<file path="config.mk">
export PLATFORM = sky130hd
export DESIGN_NAME = id_ex_pipe_reg
export DESIGN_NICKNAME = d
export VERILOG_FILES = /design/src/rtl/id_ex_pipe_reg.sv
export SDC_FILE = /design/constraint.sdc
export NUM_CORES = 1
export LEC_CHECK = 0
export ABC_CLOCK_PERIOD_IN_PS = 5050
export BUFFER_PORTS_ARGS = -buffer_cell sky130_fd_sc_hd__buf_2
export CORE_MARGIN = 10
export CORE_UTILIZATION = 45
export DETAILED_ROUTE_END_ITERATION = 16
export PLACE_DENSITY = 0.89
export SYNTH_ARGS = -nofsm -noshare
export SYNTH_HDL_FRONTEND = slang
export SYNTH_SLANG_ARGS = --single-unit
</file>
<file path="constraint.sdc">
create_clock -name clk -period 5.05 [get_ports clk]
set_input_delay 0.505 -clock clk [delete_from_list [all_inputs] [get_ports clk]]
set_output_delay 0.505 -clock clk [all_outputs]
set_load 0.1 [all_outputs]
</file>
<file path="src/rtl/id_ex_pipe_reg.sv">
// ---------------------------------------------------------------------------
// id_ex_pipe_reg
//   ID/EX pipeline register for the RV32I core. It carries operands and
//   control from decode into execute, with a valid bit, stall and flush
//   control, and automatic load-use bubble insertion. It exports the EX-stage
//   rd and mem-read flag to the hazard unit. Two saturating performance
//   counters record stall cycles and inserted bubbles.
//
// Ports
//   clk, rst           rising-edge clock; synchronous active-high reset
//   i_stall            hold every ex_* register (a coincident flush is ignored)
//   i_flush            write a bubble on the next edge
//   i_id_*             decode-stage instruction fields
//   o_ex_*             registered EX-stage fields
//   o_load_use_haz     combinational load-use hazard (drives the IF/ID stall)
//   o_stall_cnt        saturating count of cycles with stall asserted
//   o_bubble_cnt       saturating count of inserted bubbles (flush or load-use)
// ---------------------------------------------------------------------------
module id_ex_pipe_reg #(
  parameter int          XLEN     = 32,
  parameter int          CTRL_W   = 12,
  parameter int          RADDR_W  = 5,
  parameter logic [CTRL_W-1:0] NOP_CTRL = '0,
  parameter int          CNT_W    = 16
) (
  input  logic               clk,
  input  logic               rst,
  input  logic               i_stall,
  input  logic               i_flush,
  input  logic               i_id_valid,
  input  logic [XLEN-1:0]    i_id_pc4,
  input  logic [XLEN-1:0]    i_id_op1,
  input  logic [XLEN-1:0]    i_id_op2,
  input  logic [RADDR_W-1:0] i_id_rs1,
  input  logic [RADDR_W-1:0] i_id_rs2,
  input  logic [RADDR_W-1:0] i_id_rd,
  input  logic [CTRL_W-1:0]  i_id_ctrl,
  input  logic               i_id_reg_we,
  input  logic               i_id_mem_read,
  output logic               o_ex_valid,
  output logic [XLEN-1:0]    o_ex_pc4,
  output logic [XLEN-1:0]    o_ex_op1,
  output logic [XLEN-1:0]    o_ex_op2,
  output logic [RADDR_W-1:0] o_ex_rd,
  output logic [CTRL_W-1:0]  o_ex_ctrl,
  output logic               o_ex_reg_we,
  output logic               o_ex_mem_read,
  output logic               o_load_use_haz,
  output logic [CNT_W-1:0]   o_stall_cnt,
  output logic [CNT_W-1:0]   o_bubble_cnt
);

  logic               r_ex_valid;
  logic [XLEN-1:0]    r_ex_pc4;
  logic [XLEN-1:0]    r_ex_op1;
  logic [XLEN-1:0]    r_ex_op2;
  logic [RADDR_W-1:0] r_ex_rd;
  logic [CTRL_W-1:0]  r_ex_ctrl;
  logic               r_ex_reg_we;
  logic               r_ex_mem_read;
  logic [CNT_W-1:0]   r_stall_cnt;
  logic [CNT_W-1:0]   r_bubble_cnt;

  logic               w_rd_match;
  logic               w_load_use_haz;
  logic               w_bubble;

  // Counter increment that sticks at all-ones instead of wrapping.
  function automatic logic [CNT_W-1:0] sat_inc(input logic [CNT_W-1:0] v);
    logic [CNT_W-1:0] res;
    if (v == {CNT_W{1'b1}}) begin
      res = v;
    end else begin
      res = v + {{(CNT_W-1){1'b0}}, 1'b1};
    end
    return res;
  endfunction

  // A valid load in EX writing a nonzero rd that the decode instruction reads.
  assign w_rd_match     = (r_ex_rd == i_id_rs1) || (r_ex_rd == i_id_rs2);
  assign w_load_use_haz = r_ex_valid && r_ex_mem_read &&
                          (r_ex_rd != {RADDR_W{1'b0}}) &&
                          i_id_valid && w_rd_match;

  // Stall outranks both bubble sources, so a bubble is only counted when EX
  // actually takes it.
  assign w_bubble = !i_stall && (i_flush || w_load_use_haz);

  // Pipeline register: rst > stall > flush/load-use bubble > normal load.
  always_ff @(posedge clk) begin
    if (rst) begin
      r_ex_valid    <= 1'b0;
      r_ex_pc4      <= {XLEN{1'b0}};
      r_ex_op1      <= {XLEN{1'b0}};
      r_ex_op2      <= {XLEN{1'b0}};
      r_ex_rd       <= {RADDR_W{1'b0}};
      r_ex_ctrl     <= NOP_CTRL;
      r_ex_reg_we   <= 1'b0;
      r_ex_mem_read <= 1'b0;
    end else if (i_stall) begin
      r_ex_valid    <= r_ex_valid;
      r_ex_pc4      <= r_ex_pc4;
      r_ex_op1      <= r_ex_op1;
      r_ex_op2      <= r_ex_op2;
      r_ex_rd       <= r_ex_rd;
      r_ex_ctrl     <= r_ex_ctrl;
      r_ex_reg_we   <= r_ex_reg_we;
      r_ex_mem_read <= r_ex_mem_read;
    end else if (w_bubble) begin
      // Datapath fields keep their old values; only control is killed.
      r_ex_valid    <= 1'b0;
      r_ex_pc4      <= r_ex_pc4;
      r_ex_op1      <= r_ex_op1;
      r_ex_op2      <= r_ex_op2;
      r_ex_rd       <= {RADDR_W{1'b0}};
      r_ex_ctrl     <= NOP_CTRL;
      r_ex_reg_we   <= 1'b0;
      r_ex_mem_read <= 1'b0;
    end else begin
      r_ex_valid    <= i_id_valid;
      r_ex_pc4      <= i_id_pc4;
      r_ex_op1      <= i_id_op1;
      r_ex_op2      <= i_id_op2;
      r_ex_rd       <= i_id_rd;
      r_ex_ctrl     <= i_id_ctrl;
      r_ex_reg_we   <= i_id_reg_we && i_id_valid;
      r_ex_mem_read <= i_id_mem_read && i_id_valid;
    end
  end

  // Stall-cycle performance counter.
  always_ff @(posedge clk) begin
    if (rst) begin
      r_stall_cnt <= {CNT_W{1'b0}};
    end else if (i_stall) begin
      r_stall_cnt <= sat_inc(r_stall_cnt);
    end else begin
      r_stall_cnt <= r_stall_cnt;
    end
  end

  // Inserted-bubble performance counter.
  always_ff @(posedge clk) begin
    if (rst) begin
      r_bubble_cnt <= {CNT_W{1'b0}};
    end else if (w_bubble) begin
      r_bubble_cnt <= sat_inc(r_bubble_cnt);
    end else begin
      r_bubble_cnt <= r_bubble_cnt;
    end
  end

  assign o_ex_valid     = r_ex_valid;
  assign o_ex_pc4       = r_ex_pc4;
  assign o_ex_op1       = r_ex_op1;
  assign o_ex_op2       = r_ex_op2;
  assign o_ex_rd        = r_ex_rd;
  assign o_ex_ctrl      = r_ex_ctrl;
  assign o_ex_reg_we    = r_ex_reg_we;
  assign o_ex_mem_read  = r_ex_mem_read;
  assign o_load_use_haz = w_load_use_haz;
  assign o_stall_cnt    = r_stall_cnt;
  assign o_bubble_cnt   = r_bubble_cnt;

endmodule

</file>
Yosys cells after proc, flatten, opt, wreduce, memory -nomap -nowiden
Cells that the tools add are included.
{"block": "totals", "regBits": 148, "inputBits": 130, "out_inout_bits": 149, "elab_cells": 39}
{"block": "classes", "add_sub_neg": 2, "eq_ne": 4, "n_mux": 5, "bitwise_logic": 4, "n_reduce_logical": 14}
{"op": "16-bit by 1-bit adder with 16-bit output, second input constant", "n": 2}
{"op": "16-bit equality test, second input constant", "n": 2}
{"op": "12-bit 2-to-1 mux", "n": 1}
{"op": "5-bit equality test", "n": 2}
{"op": "1-bit logical AND", "n": 7}
{"op": "2-bit AND reduction", "n": 3}
{"op": "5-bit 2-to-1 mux", "n": 1}
{"op": "5-bit nonzero test", "n": 1}
{"op": "1-bit NOT", "n": 4}
{"op": "1-bit 2-to-1 mux", "n": 3}
{"op": "1-bit logical OR", "n": 2}
{"op": "1-bit zero test", "n": 1}

Longest topological paths before layout
{"block": "depth", "depth_word": 8, "mapped_depth": 9, "ltp_nobuf": 7}

Worst setup path after synthesis
OpenSTA, ideal clock, no wires.
{"block": "synth_path", "path_type": "reg-to-output", "startpoint": "register r_ex_rd[2] (netlist: o_ex_rd[2])", "endpoint": "output o_load_use_haz", "t_arrival_ps": 2876, "required_ps": 4545, "setup_slack_ps": 1669, "path_stages_with_launch": 5, "n_path_buf": 0, "path_cell_list": "dfxtp_1 xor2_1 nor3_1 a22oi_1 nor2_1"}
{"block": "synth_via", "elab_chain_cells": 4, "word_cells_on_any_way": 7, "cone_classes": "eq/ne: 2; reduce/logical: 5"}
{"element": "start, declared", "line_no": "57", "rtl": "logic [RADDR_W-1:0] r_ex_rd;"}
{"element": "start signal, assigned", "line_no": "96", "rtl": "r_ex_rd <= {RADDR_W{1'b0}};"}
{"element": "start signal, assigned", "line_no": "105", "rtl": "r_ex_rd <= r_ex_rd;"}
{"element": "start signal, assigned", "line_no": "115", "rtl": "r_ex_rd <= {RADDR_W{1'b0}};"}
{"element": "5-bit nonzero test", "line_no": "82", "rtl": "(r_ex_rd != {RADDR_W{1'b0}}) &&"}
{"element": "1-bit logical AND", "line_no": "81", "rtl": "assign w_load_use_haz = r_ex_valid && r_ex_mem_read &&"}
{"element": "1-bit logical AND", "line_no": "82"}
{"element": "1-bit logical AND (*)", "line_no": "83", "rtl": "i_id_valid && w_rd_match;"}
{"element": "end, declared", "line_no": "48", "rtl": "output logic o_load_use_haz,"}
Every way passes the cells marked *; elsewhere a longest branch is shown, timed or not.

Worst setup path after layout
Same ends and word-level chain as after synthesis.

==> reports/qor.txt <==
status -> completed
wire length on met2 -> 9.059 mm
Crit path max-delay family -> simple AND/OR/NAND/NOR gates
DRT Wirelength -> 17.79 mm
# clock sinks -> 148
final clock skew -> 0.006917 ns
# DRC -> 0
Worst Slack Setup Final -> 2.319 ns
first-pass GRT wire length -> 27.89 mm
slowest cell delay on critical path -> 0.47 ns
crit path buf inv count -> 1
post-synthesis async set-or-reset flop share -> 0
placed cells -> 1092
P_leak -> 3.575 nW
cts repair resizes -> 0
Crit-path slowest cell -> buf_2
Max Used Layer -> met4
io pins -> 279
Max Freq -> 366.2 MHz
drt wl/cell -> 15.84 µm
Avg Inst Size Synth -> 8.269 µm²
first-iteration detailed-routing DRC count -> 403
main area contributors after synthesis -> dfxtp_1 (52%), nand2_1 (13%), a21oi_1 (9.0%), nor2_1 (3.6%), xor2_1 (2.8%)
gr usage total -> 0.1931
Final TNS setup -> 0 ns
total CTS buffers -> 17
Die H -> 132.0 µm
largest net degree at the start of global routing -> 117
vias in the first global route -> 5414
Non-Filler Instances -> 1123
power density cells -> 387.3 nW/µm²
Hold Crit Class -> in -> reg
core footprint -> 12160 µm²
Post-synth top cells -> nand2_1 (201), dfxtp_1 (148), a21oi_1 (102)
final setup vio count -> 0
H-tree levels -> 4
postcts setup bufs -> 0
CTS root buf -> clkbuf_16
synthesized cell area -> 5648 µm²
Worst Tran Pin Value -> 0.9544 ns
die width -> 132.0 µm
die area -> 17430 µm²
fillcell total -> 1062
Worst-Skew Late Latency -> 0.41 ns
grt ovf -> 0
critical path type -> reg -> out
Syn Inst Count -> 683
max_cap viols -> 0
min cycle time layout -> 2.731 ns
synthesized flop and latch total -> 148
Worst EP required -> 4.55 ns
hold_buf cts -> 0
DR vias/cell -> 5.037
Top FF cell, synth -> dfxtp_1
gpl congestion -> 0.8447
flop-to-flop setup slack -> 2.48 ns
Final period util -> 0.5407
CTS tree -> built
most frequent cell after synthesis -> nand2_1
post-route ant nets -> 0
# rows -> 40
DP Worst Slack -> 2.314 ns
Cell Chain, Critical Path -> xor2_1 -> nor3_1 -> a22oi_1 -> nor2_1 -> buf_2
maximum clock insertion buffer count -> 2
wire length on met3 -> 1.499 mm
RSZ-0062 raised after global routing -> false
Yosys cell types -> 43
Metal-1 WL -> 6.815 mm
Max FO, Critical Path -> 5
post-synth top area share -> 0.5246
Seq/Total Area, Yosys -> 0.5246
syn nets -> 815
initial antenna violation count -> 1
share of layout cells above drive strength 1 -> 0.3323
First-pass DRT Iterations -> 4
Via Count -> 5657
Initial Util -> 0.4644
slew margin rel. -> 0.3637
nets -> 1075
yosys warns -> 0
Port-buffer cells -> 278
critical path data arrival time -> 2.23 ns
Max IR drop VDD -> 218.3 µV
EDFF count, synth -> 0
dominant cell type by area after synthesis -> dfxtp_1
hold_ws -> 0.3237 ns
Clk pin slew, worst setup/hold paths -> 0.06 ns
crit path launch type -> flop
Final Slew Violations -> 0
CP Capture Type -> output port
Hold Violations, Final -> 0
HPWL Detailed -> 13.06 mm
Layout area overhead -> 36.04%
[placed cells by master (no fill, tap or decap), types with 3 or more instances in the layout]
cell and count:
nor3_1 8, dfxtp_1 148, a21oi_1 102, nor2_1 54, nor2b_1 4, buf_2 277, xor2_1 18, buf_4 3
nand4_1 6, nand3_1 16, xnor2_1 13, and3_1 9, or3_1 3, inv_1 5, a22oi_1 19, clkbuf_16 17
clkinv_2 5, nand2_1 201, o21ai_0 4
[registers in the layout, indices dropped and copies added, names as in the netlist]
name and count:
o_ex_op1 32, o_ex_pc4 32, o_ex_mem_read 1, o_bubble_cnt 16, o_ex_rd 5, o_ex_op2 32, o_ex_ctrl 12, o_ex_reg_we 1
o_stall_cnt 16, o_ex_valid 1
[report_power, final]
group	internal, mW	leakage (nW)	switching [mW]
logic	0.104	2.09	0.437
registers	1.21	1.21	0.0241
clock network	0.743	0.277	0.456
[cells by family after synthesis]
group | after synthesis | share of synthesized area
and+or+nand+nor | 309 | 0.2253
DFF | 148 | 0.5246
AOI/OAI and AO/OA | 144 | 0.1513
buffers and inverters | 46 | 0.04054
xor gates and xnor gates | 31 | 0.04807
muxes | 3 | 0.005760
adders and majority gates | 2 | 0.004430
[final timing paths]
check,start,to,cells after the start
worst max-delay path,o_ex_rd[2],o_load_use_haz,5
worst min-delay path,i_id_rd[3],o_ex_rd[3],3
worst max register to register,o_ex_rd[2],o_ex_pc4[6],7
worst min register to register,o_ex_pc4[25],o_ex_pc4[25],2
[routing by layer]
| layer | up-vias | global-route usage |
|---|---|---|
| li1 | 2805 | - |
| met1 | 2641 | 0.2052 |
| met2 | 181 | 0.3331 |
| met3 | 30 | 0.07813 |
| met4 | 0 | 0.07726 |
| met5 | - | 0 |
[stage by stage]
step	area [µm²]	power (mW)	util
6_report	7684	2.976	0.6318
3_3_place_gp	7116	1.795	0.5851
4_1_cts	7681	3.001	0.6316
2_1_floorplan	5648	1.679	-
3_5_place_dp	7116	1.803	0.5851
5_1_grt	7681	3.083	0.6316
[area by class of cell]
class	count	area, µm²	area share
multi-input cells	489	2475	0.3221
repair buffers	282	1449	0.1886
well taps	168	210.2	0.02736
flip-flops and latches	148	2963	0.3856
diodes	1	2.502	0.0003257
clock buffers	20	456.7	0.05944
clock inverters	10	108.9	0.01417
inverters	5	18.77	0.002443
[tightest hold or removal path, cell delays in order]
cell and delay (ns):
buf_2 0.07, a22oi_1 0.05, nor2_1 0.07
No activity file was read; power rests on OpenSTA's default activity.
